**src/rtl/dyn_add_pkg.sv**
```systemverilog
// Shared types and helpers for the chunked dynamic-width adder.
package dyn_add_pkg;

   typedef enum logic [1:0] {
      IDLE,
      CALC,
      DONE
   } state_t;

   // Number of chunk_w-wide slices needed to cover x bits.
   function automatic int ceil_div(input int x, input int chunk_w);
      return (x + chunk_w - 1) / chunk_w;
   endfunction

endpackage

```
**src/rtl/dyn_chunk_adder_if.sv**
```systemverilog
// Handshake and data bus between the adder and its producer/consumer.
interface dyn_chunk_adder_if #(
   parameter int A_W = 8,
   parameter int B_W = 10
);
   localparam int EW = $clog2(B_W + 1);

   logic           in_valid;
   logic           in_ready;
   logic [A_W-1:0] a;
   logic [B_W-1:0] b;
   logic           out_valid;
   logic           out_ready;
   logic [B_W:0]   sum;
   logic [EW-1:0]  eff_w;
   logic           busy;

   modport master (
      output in_valid, a, b, out_ready,
      input  in_ready, out_valid, sum, eff_w, busy
   );

   modport slave (
      input  in_valid, a, b, out_ready,
      output in_ready, out_valid, sum, eff_w, busy
   );

endinterface

```
**src/rtl/dyn_chunk_adder_chunk.sv**
```systemverilog
// Combinational CHUNK_W-bit ripple adder built from full-adder cells.
module full_adder (
   input  logic a,
   input  logic b,
   input  logic cin,
   output logic sum,
   output logic cout
);
   assign sum  = a ^ b ^ cin;
   assign cout = (a & b) | (cin & (a ^ b));
endmodule

module chunk_adder #(
   parameter int CHUNK_W = 4
) (
   input  logic [CHUNK_W-1:0] a,
   input  logic [CHUNK_W-1:0] b,
   input  logic               cin,
   output logic [CHUNK_W-1:0] sum,
   output logic               cout
);
   logic [CHUNK_W:0] carry;

   assign carry[0] = cin;

   for (genvar i = 0; i < CHUNK_W; i++) begin : g_cell
      full_adder u_fa (
         .a    (a[i]),
         .b    (b[i]),
         .cin  (carry[i]),
         .sum  (sum[i]),
         .cout (carry[i+1])
      );
   end

   assign cout = carry[CHUNK_W];
endmodule

```
**src/rtl/dyn_chunk_adder.sv**
```systemverilog
// Multi-cycle adder processing CHUNK_W bits per cycle over the effective operand width.
// Define DYN_ADD_EARLY_TERM_EN to stop after the chunks covering eff_w instead of all of B_W.
module dyn_chunk_adder
   import dyn_add_pkg::*;
#(
   parameter int A_W     = 8,
   parameter int B_W     = 10,
   parameter int CHUNK_W = 4
) (
   input logic            clk,
   input logic            rst_n,
   dyn_chunk_adder_if.slave bus
);
   localparam int EW    = $clog2(B_W + 1);
   localparam int N_MAX = ceil_div(B_W, CHUNK_W);
   localparam int PAD_W = N_MAX * CHUNK_W;
   localparam int KW    = $clog2(N_MAX + 1);

   state_t             state;
   logic [PAD_W-1:0]   a_pad;
   logic [PAD_W-1:0]   b_pad;
   logic [KW-1:0]      k;
   logic [KW-1:0]      n_chunks;
   logic               carry;
   logic [B_W:0]       sum_r;
   logic [EW-1:0]      eff_r;
   logic               in_ready_r;
   logic               out_valid_r;
   logic               busy_r;

   logic [EW-1:0]      lead;
   logic [EW-1:0]      eff_next;
   logic [KW-1:0]      n_next;
   logic [CHUNK_W-1:0] a_ch;
   logic [CHUNK_W-1:0] b_ch;
   logic [CHUNK_W-1:0] ch_sum;
   logic               ch_cout;

   // Leading-one detect on b; the effective width never drops below A_W.
   always_comb begin
      lead = '0;
      for (int i = 0; i < B_W; i++) begin
         if (bus.b[i]) lead = EW'(i + 1);
      end
      eff_next = (lead > EW'(A_W)) ? lead : EW'(A_W);
`ifdef DYN_ADD_EARLY_TERM_EN
      n_next = KW'(ceil_div(int'(eff_next), CHUNK_W));
`else
      n_next = KW'(N_MAX);
`endif
   end

   always_comb begin
      a_ch = '0;
      b_ch = '0;
      for (int i = 0; i < N_MAX; i++) begin
         if (k == KW'(i)) begin
            a_ch = a_pad[i*CHUNK_W +: CHUNK_W];
            b_ch = b_pad[i*CHUNK_W +: CHUNK_W];
         end
      end
   end

   chunk_adder #(.CHUNK_W(CHUNK_W)) u_chunk (
      .a    (a_ch),
      .b    (b_ch),
      .cin  (carry),
      .sum  (ch_sum),
      .cout (ch_cout)
   );

   // Carry-out lands just above the last processed chunk; padded bits beyond B_W are dropped.
   always_ff @(posedge clk or negedge rst_n) begin
      if (!rst_n) begin
         state       <= IDLE;
         a_pad       <= '0;
         b_pad       <= '0;
         k           <= '0;
         n_chunks    <= '0;
         carry       <= 1'b0;
         sum_r       <= '0;
         eff_r       <= '0;
         in_ready_r  <= 1'b1;
         out_valid_r <= 1'b0;
         busy_r      <= 1'b0;
      end else begin
         case (state)
            IDLE: begin
               if (bus.in_valid) begin
                  a_pad      <= PAD_W'(bus.a);
                  b_pad      <= PAD_W'(bus.b);
                  eff_r      <= eff_next;
                  n_chunks   <= n_next;
                  carry      <= 1'b0;
                  k          <= '0;
                  sum_r      <= '0;
                  in_ready_r <= 1'b0;
                  busy_r     <= 1'b1;
                  state      <= CALC;
               end
            end
            CALC: begin
               for (int p = 0; p <= B_W; p++) begin
                  if (k == KW'(p / CHUNK_W)) sum_r[p] <= ch_sum[p % CHUNK_W];
                  if ((p % CHUNK_W == 0) && (p > 0) && (k == KW'(p / CHUNK_W - 1)) &&
                      (n_chunks == KW'(p / CHUNK_W))) begin
                     sum_r[p] <= ch_cout;
                  end
               end
               carry <= ch_cout;
               k     <= k + KW'(1);
               if (k == n_chunks - KW'(1)) begin
                  busy_r      <= 1'b0;
                  out_valid_r <= 1'b1;
                  state       <= DONE;
               end
            end
            DONE: begin
               if (bus.out_ready) begin
                  out_valid_r <= 1'b0;
                  in_ready_r  <= 1'b1;
                  state       <= IDLE;
               end
            end
            default: begin
               state       <= IDLE;
               in_ready_r  <= 1'b1;
               out_valid_r <= 1'b0;
               busy_r      <= 1'b0;
            end
         endcase
      end
   end

   assign bus.in_ready  = in_ready_r;
   assign bus.out_valid = out_valid_r;
   assign bus.sum       = sum_r;
   assign bus.eff_w     = eff_r;
   assign bus.busy      = busy_r;

endmodule

```
**src/flat_wrapper.sv**
```systemverilog
// flat-port wrapper written by rule: the top's interface ports become plain ports
module dyn_chunk_adder_flat import dyn_add_pkg::*;
#(
   parameter int A_W     = 8,
   parameter int B_W     = 10,
   parameter int CHUNK_W = 4
)
  (clk, rst_n, bus_in_valid, bus_a, bus_b, bus_out_ready, bus_in_ready, bus_out_valid, bus_sum, bus_eff_w, bus_busy);
  dyn_chunk_adder_if #(.A_W(A_W), .B_W(B_W)) bus_i ();
  input logic clk;
  input logic rst_n;
  input wire logic [$bits(bus_i.in_valid)-1:0] bus_in_valid;
  input wire logic [$bits(bus_i.a)-1:0] bus_a;
  input wire logic [$bits(bus_i.b)-1:0] bus_b;
  input wire logic [$bits(bus_i.out_ready)-1:0] bus_out_ready;
  output wire logic [$bits(bus_i.in_ready)-1:0] bus_in_ready;
  output wire logic [$bits(bus_i.out_valid)-1:0] bus_out_valid;
  output wire logic [$bits(bus_i.sum)-1:0] bus_sum;
  output wire logic [$bits(bus_i.eff_w)-1:0] bus_eff_w;
  output wire logic [$bits(bus_i.busy)-1:0] bus_busy;
  assign bus_i.in_valid = bus_in_valid;
  assign bus_i.a = bus_a;
  assign bus_i.b = bus_b;
  assign bus_i.out_ready = bus_out_ready;
  assign bus_in_ready = bus_i.in_ready;
  assign bus_out_valid = bus_i.out_valid;
  assign bus_sum = bus_i.sum;
  assign bus_eff_w = bus_i.eff_w;
  assign bus_busy = bus_i.busy;
  dyn_chunk_adder #(.A_W(A_W), .B_W(B_W), .CHUNK_W(CHUNK_W)) u_core (.clk(clk), .rst_n(rst_n), .bus(bus_i));
endmodule
```
**config.mk**
```make
export PLATFORM = sky130hd
export DESIGN_NAME = dyn_chunk_adder_flat
export DESIGN_NICKNAME = d
export VERILOG_FILES = /design/src/rtl/dyn_add_pkg.sv /design/src/rtl/dyn_chunk_adder_if.sv /design/src/rtl/dyn_chunk_adder_chunk.sv /design/src/rtl/dyn_chunk_adder.sv /design/src/flat_wrapper.sv
export SDC_FILE = /design/constraint.sdc
export NUM_CORES = 1
export LEC_CHECK = 0
export ABC_AREA = 1
export CAP_MARGIN = 20
export CORE_MARGIN = 4
export CORE_UTILIZATION = 31
export DETAILED_ROUTE_END_ITERATION = 7
export PLACE_DENSITY_LB_ADDON = 0.05
export SETUP_SLACK_MARGIN = 0.4
export SYNTH_ARGS = -nofsm -noshare
export SYNTH_HDL_FRONTEND = slang
export SYNTH_SLANG_ARGS = --single-unit
```
**constraint.sdc**
```tcl
create_clock -name clk -period 3.45 [get_ports clk]
set_input_delay 0.345 -clock clk [delete_from_list [all_inputs] [get_ports clk]]
set_output_delay 0.345 -clock clk [all_outputs]
set_load 0.01 [all_outputs]
```
==> summary.txt <==
Detailed routing
  – Iter 0 DRT Violations: 51
  – Detail Route Antenna Nets: 0
  – WL final: between 4 and 5 mm
  – WL/cell: 11.84 um
  – Routed vias: around 1500
  – DR pass1 iterations: 4
  – Vias per cell: 4.327
  – Post-route DRC: 0

Synthesis
  – Post-synthesis cell type count: 27
  – Mapped Cells: 221
  – Mapped Area: 2006 um^2
  – Post-Syn Nets: 250
  – Post-synth top area cell: dfrtp_1
  – Largest family of logic cells by synthesized area: simple AND/OR/NAND/NOR gates
  – Number of synthesized flops with an enable pin: 0
  – Ys async rst share: 100.0%
  – Synth top area share: 51.15%
  – Mapped Avg Cell Area: 9.075 um^2
  – Adder-Cell Fraction of Synth Area: just under 6%
  – Yosys Warn Count: 0
  – Post-synthesis sequential area ratio: roughly 52%
  – Synth Area in Simple Gates: 22.89%
  – Top post-synthesis cells by area: dfrtp_1 51%, nand2_1 17%, inv_1 4.1%, fa_1 4.0%, o21ai_0 3.2%
  – Synth Flop Type: dfrtp_1
  – Synth cell count leaders: 89 x nand2_1, 41 x dfrtp_1, 22 x inv_1
  – Mux contribution to synthesized area: 0%
  – Yosys reg bits: 42
  – Synth Area in XOR/XNOR: 0%
  – Compound-Gate Fraction of Synth Area: 9.794%
  – Most frequent cell after synthesis: nand2_1

Layout
  – Non-filler instance count after layout: 343
  – Nets: 294
  – Antenna fix cells: 0
  – Area delta synth->final: 27.70%
  – Share of cells above drive strength 1: 10.15%
  – # fillers: ~650

GRT
  – Largest net degree at the start of global routing: 43
  – Vias in the first global route: 1463
  – Initial antenna violation count: 0
  – Global route overflow: 0
  – First-pass GRT wire length: 6.927 mm
  – GRT Overall Usage: 11.63%

Floorplan
  – Ports: 40
  – Initial Utilization: 31.77%
  – Core area: 6314 um^2
  – Die area: 7821 um^2
  – Die Wd: between 80 and 90 um
  – Core Rows: 29
  – Die Y: 88.44 um

Place
  – RD Place Congestion: 0.7841
  – Placed Cells: about 330
  – Number of port buffers: 39
  – Dpl hpwl: 2.917 mm

Clock network
  – Clk Latency, worst-skew pair: 0.29 ns
  – Max H-tree Level: 2
  – Max clock buf depth: 2
  – CTS Sinks: 42
  – Cts hold-fix bufs: 0
  – TritonCTS clock tree: yes
  – Clock tree root driver cell: clkbuf_8
  – Clock slew at reported path FFs: 0.08 ns
  – TritonCTS buffer count: 5

Power
  – P_leak: 1.218 nW
  – VDD IR max: between 300 and 400 uV
  – Power Density: 872.9 nW/um^2

Timing
  – Final number of hold-violating endpoints: 0
  – Setup-failing EPs final: 0
  – Fin. max-slew vios: 0
  – RSZ-0062 raised after global routing: no
  – Slew headroom: between 30% and 40%
  – F_max: around 0.35 GHz
  – Clock skew: 0.007091 ns
  – Worst Tran Pin Value: 0.9209 ns
  – Setup TNS: 0 ns
  – Min cycle time layout: 2.862 ns
  – Fin crit share: 82.96%

Job
  – Number of max-cap violations: 0

Critical path
  – Crit path launch type: flip-flop
  – Maximum fanout along the worst path: 7
  – Critical Path AT: 3.07 ns
  – Critical Path End Type: flip-flop
  – CP required: 3.66 ns
  – Kind of critical path: reg2reg

Hold path
  – Hold/Removal Path Class: in2async

Outcome
  – Status: completed
worst paths after layout:
path / from / to / slack (ns) / depth (start not counted)
max: u_core.k[0] / u_core.bus.sum[3] / 0.59 / 15
min: rst_n / u_core.a_pad[4] / 0.19 / 1
max reg2reg: u_core.k[0] / u_core.bus.sum[3] / 0.59 / 15
min reg2reg: u_core.bus.eff_w[3] / u_core.bus.eff_w[3] / 0.48 / 1
max in group asynchronous: rst_n / u_core.b_pad[3] / 2.68 / 1
min in group clk: u_core.bus.eff_w[3] / u_core.bus.eff_w[3] / 0.48 / 1
cell families after synthesis:
kind of cell	Yosys count
simple gates	110
fa+ha+maj	7
buf+inv	32
flops	42
compound gates	30
sequential cells by signal, summed over array words and instances (netlist names):
register              count
u_core.carry              1
u_core.k                  2
u_core.a_pad              8
u_core.bus.sum           11
u_core.bus.in_ready       1
u_core.state              2
u_core.b_pad             10
u_core.n_chunks           1
u_core.bus.busy           1
u_core.bus.eff_w          4
u_core.bus.out_valid      1
cells in the final DEF, fill, tap and decap left out, drive strengths merged, types with 4 or more instances in the layout:
master / synthesis / final
nor2: 8 / 8
o21ai: 18 / 18
clkdlybuf4s50: 0 / 38
a21oi: 6 / 6
nand3: 8 / 8
clkbuf: 0 / 7
fa: 4 / 4
nand2: 90 / 90
buf: 6 / 5
dfrtp: 41 / 41
inv: 26 / 26
a22o: 4 / 4
through the flow:
step	setup slack (ns)	instance area (um^2)	total power, W	utilization (%)	hold slack [ns]
after floorplan	0.6145	2006	0.001551	-	0.04941
after global placement	0.4618	2420	0.001840	38.33	0.4549
after detailed placement	0.3764	2420	0.001844	38.33	0.4669
after CTS	0.4419	2529	0.002240	40.05	0.2317
after global routing	0.4019	2561	0.002468	40.57	0.2747
final	0.5880	2561	0.002236	40.57	0.1868
worst max-delay path, stage by stage (launching register included):
cell and delay (ns):
dfrtp_1 0.37, inv_1 0.10, ha_1 0.21, inv_2 0.08
nor2_1 0.05, buf_4 0.16, nand2_1 0.07, a22oi_2 0.06
fa_1 0.39, fa_1 0.38, inv_1 0.08, fa_1 0.18
fa_1 0.42, nor2_2 0.13, nand2_1 0.05, o21ai_0 0.07
layout make-up:
class	instances	area (um^2)	share of cell area, %
repair buffers	43	415.4	16.22
multi-input cells	147	793.3	30.97
clock buffers	7	76.32	2.980
clock inverters	1	30.03	1.172
well taps	77	96.34	3.762
flip-flops and latches	42	1052	41.08
inverters	26	97.59	3.810
what timing repair did:
action	4_1_cts	5_1_grt
endpoints found under the setup margin	2	4
resized for setup	1	4
buffers inserted	0	2
metal layers:
layer	track usage (%)	wire, um	vias up
met4	4.121	47	0
met3	3.166	224	5
li1	-	-	776
met2	17.81	1762	36
met1	15.84	2028	667
met5	0	0	-
power by group:
part / internal, W / total [W] / switching, W
logic: 0.000440 / 0.00107 / 0.000628
clock network: 0.000217 / 0.000377 / 0.000161
registers: 0.000687 / 0.000791 / 0.000104
(Power assumes the default switching activity.)
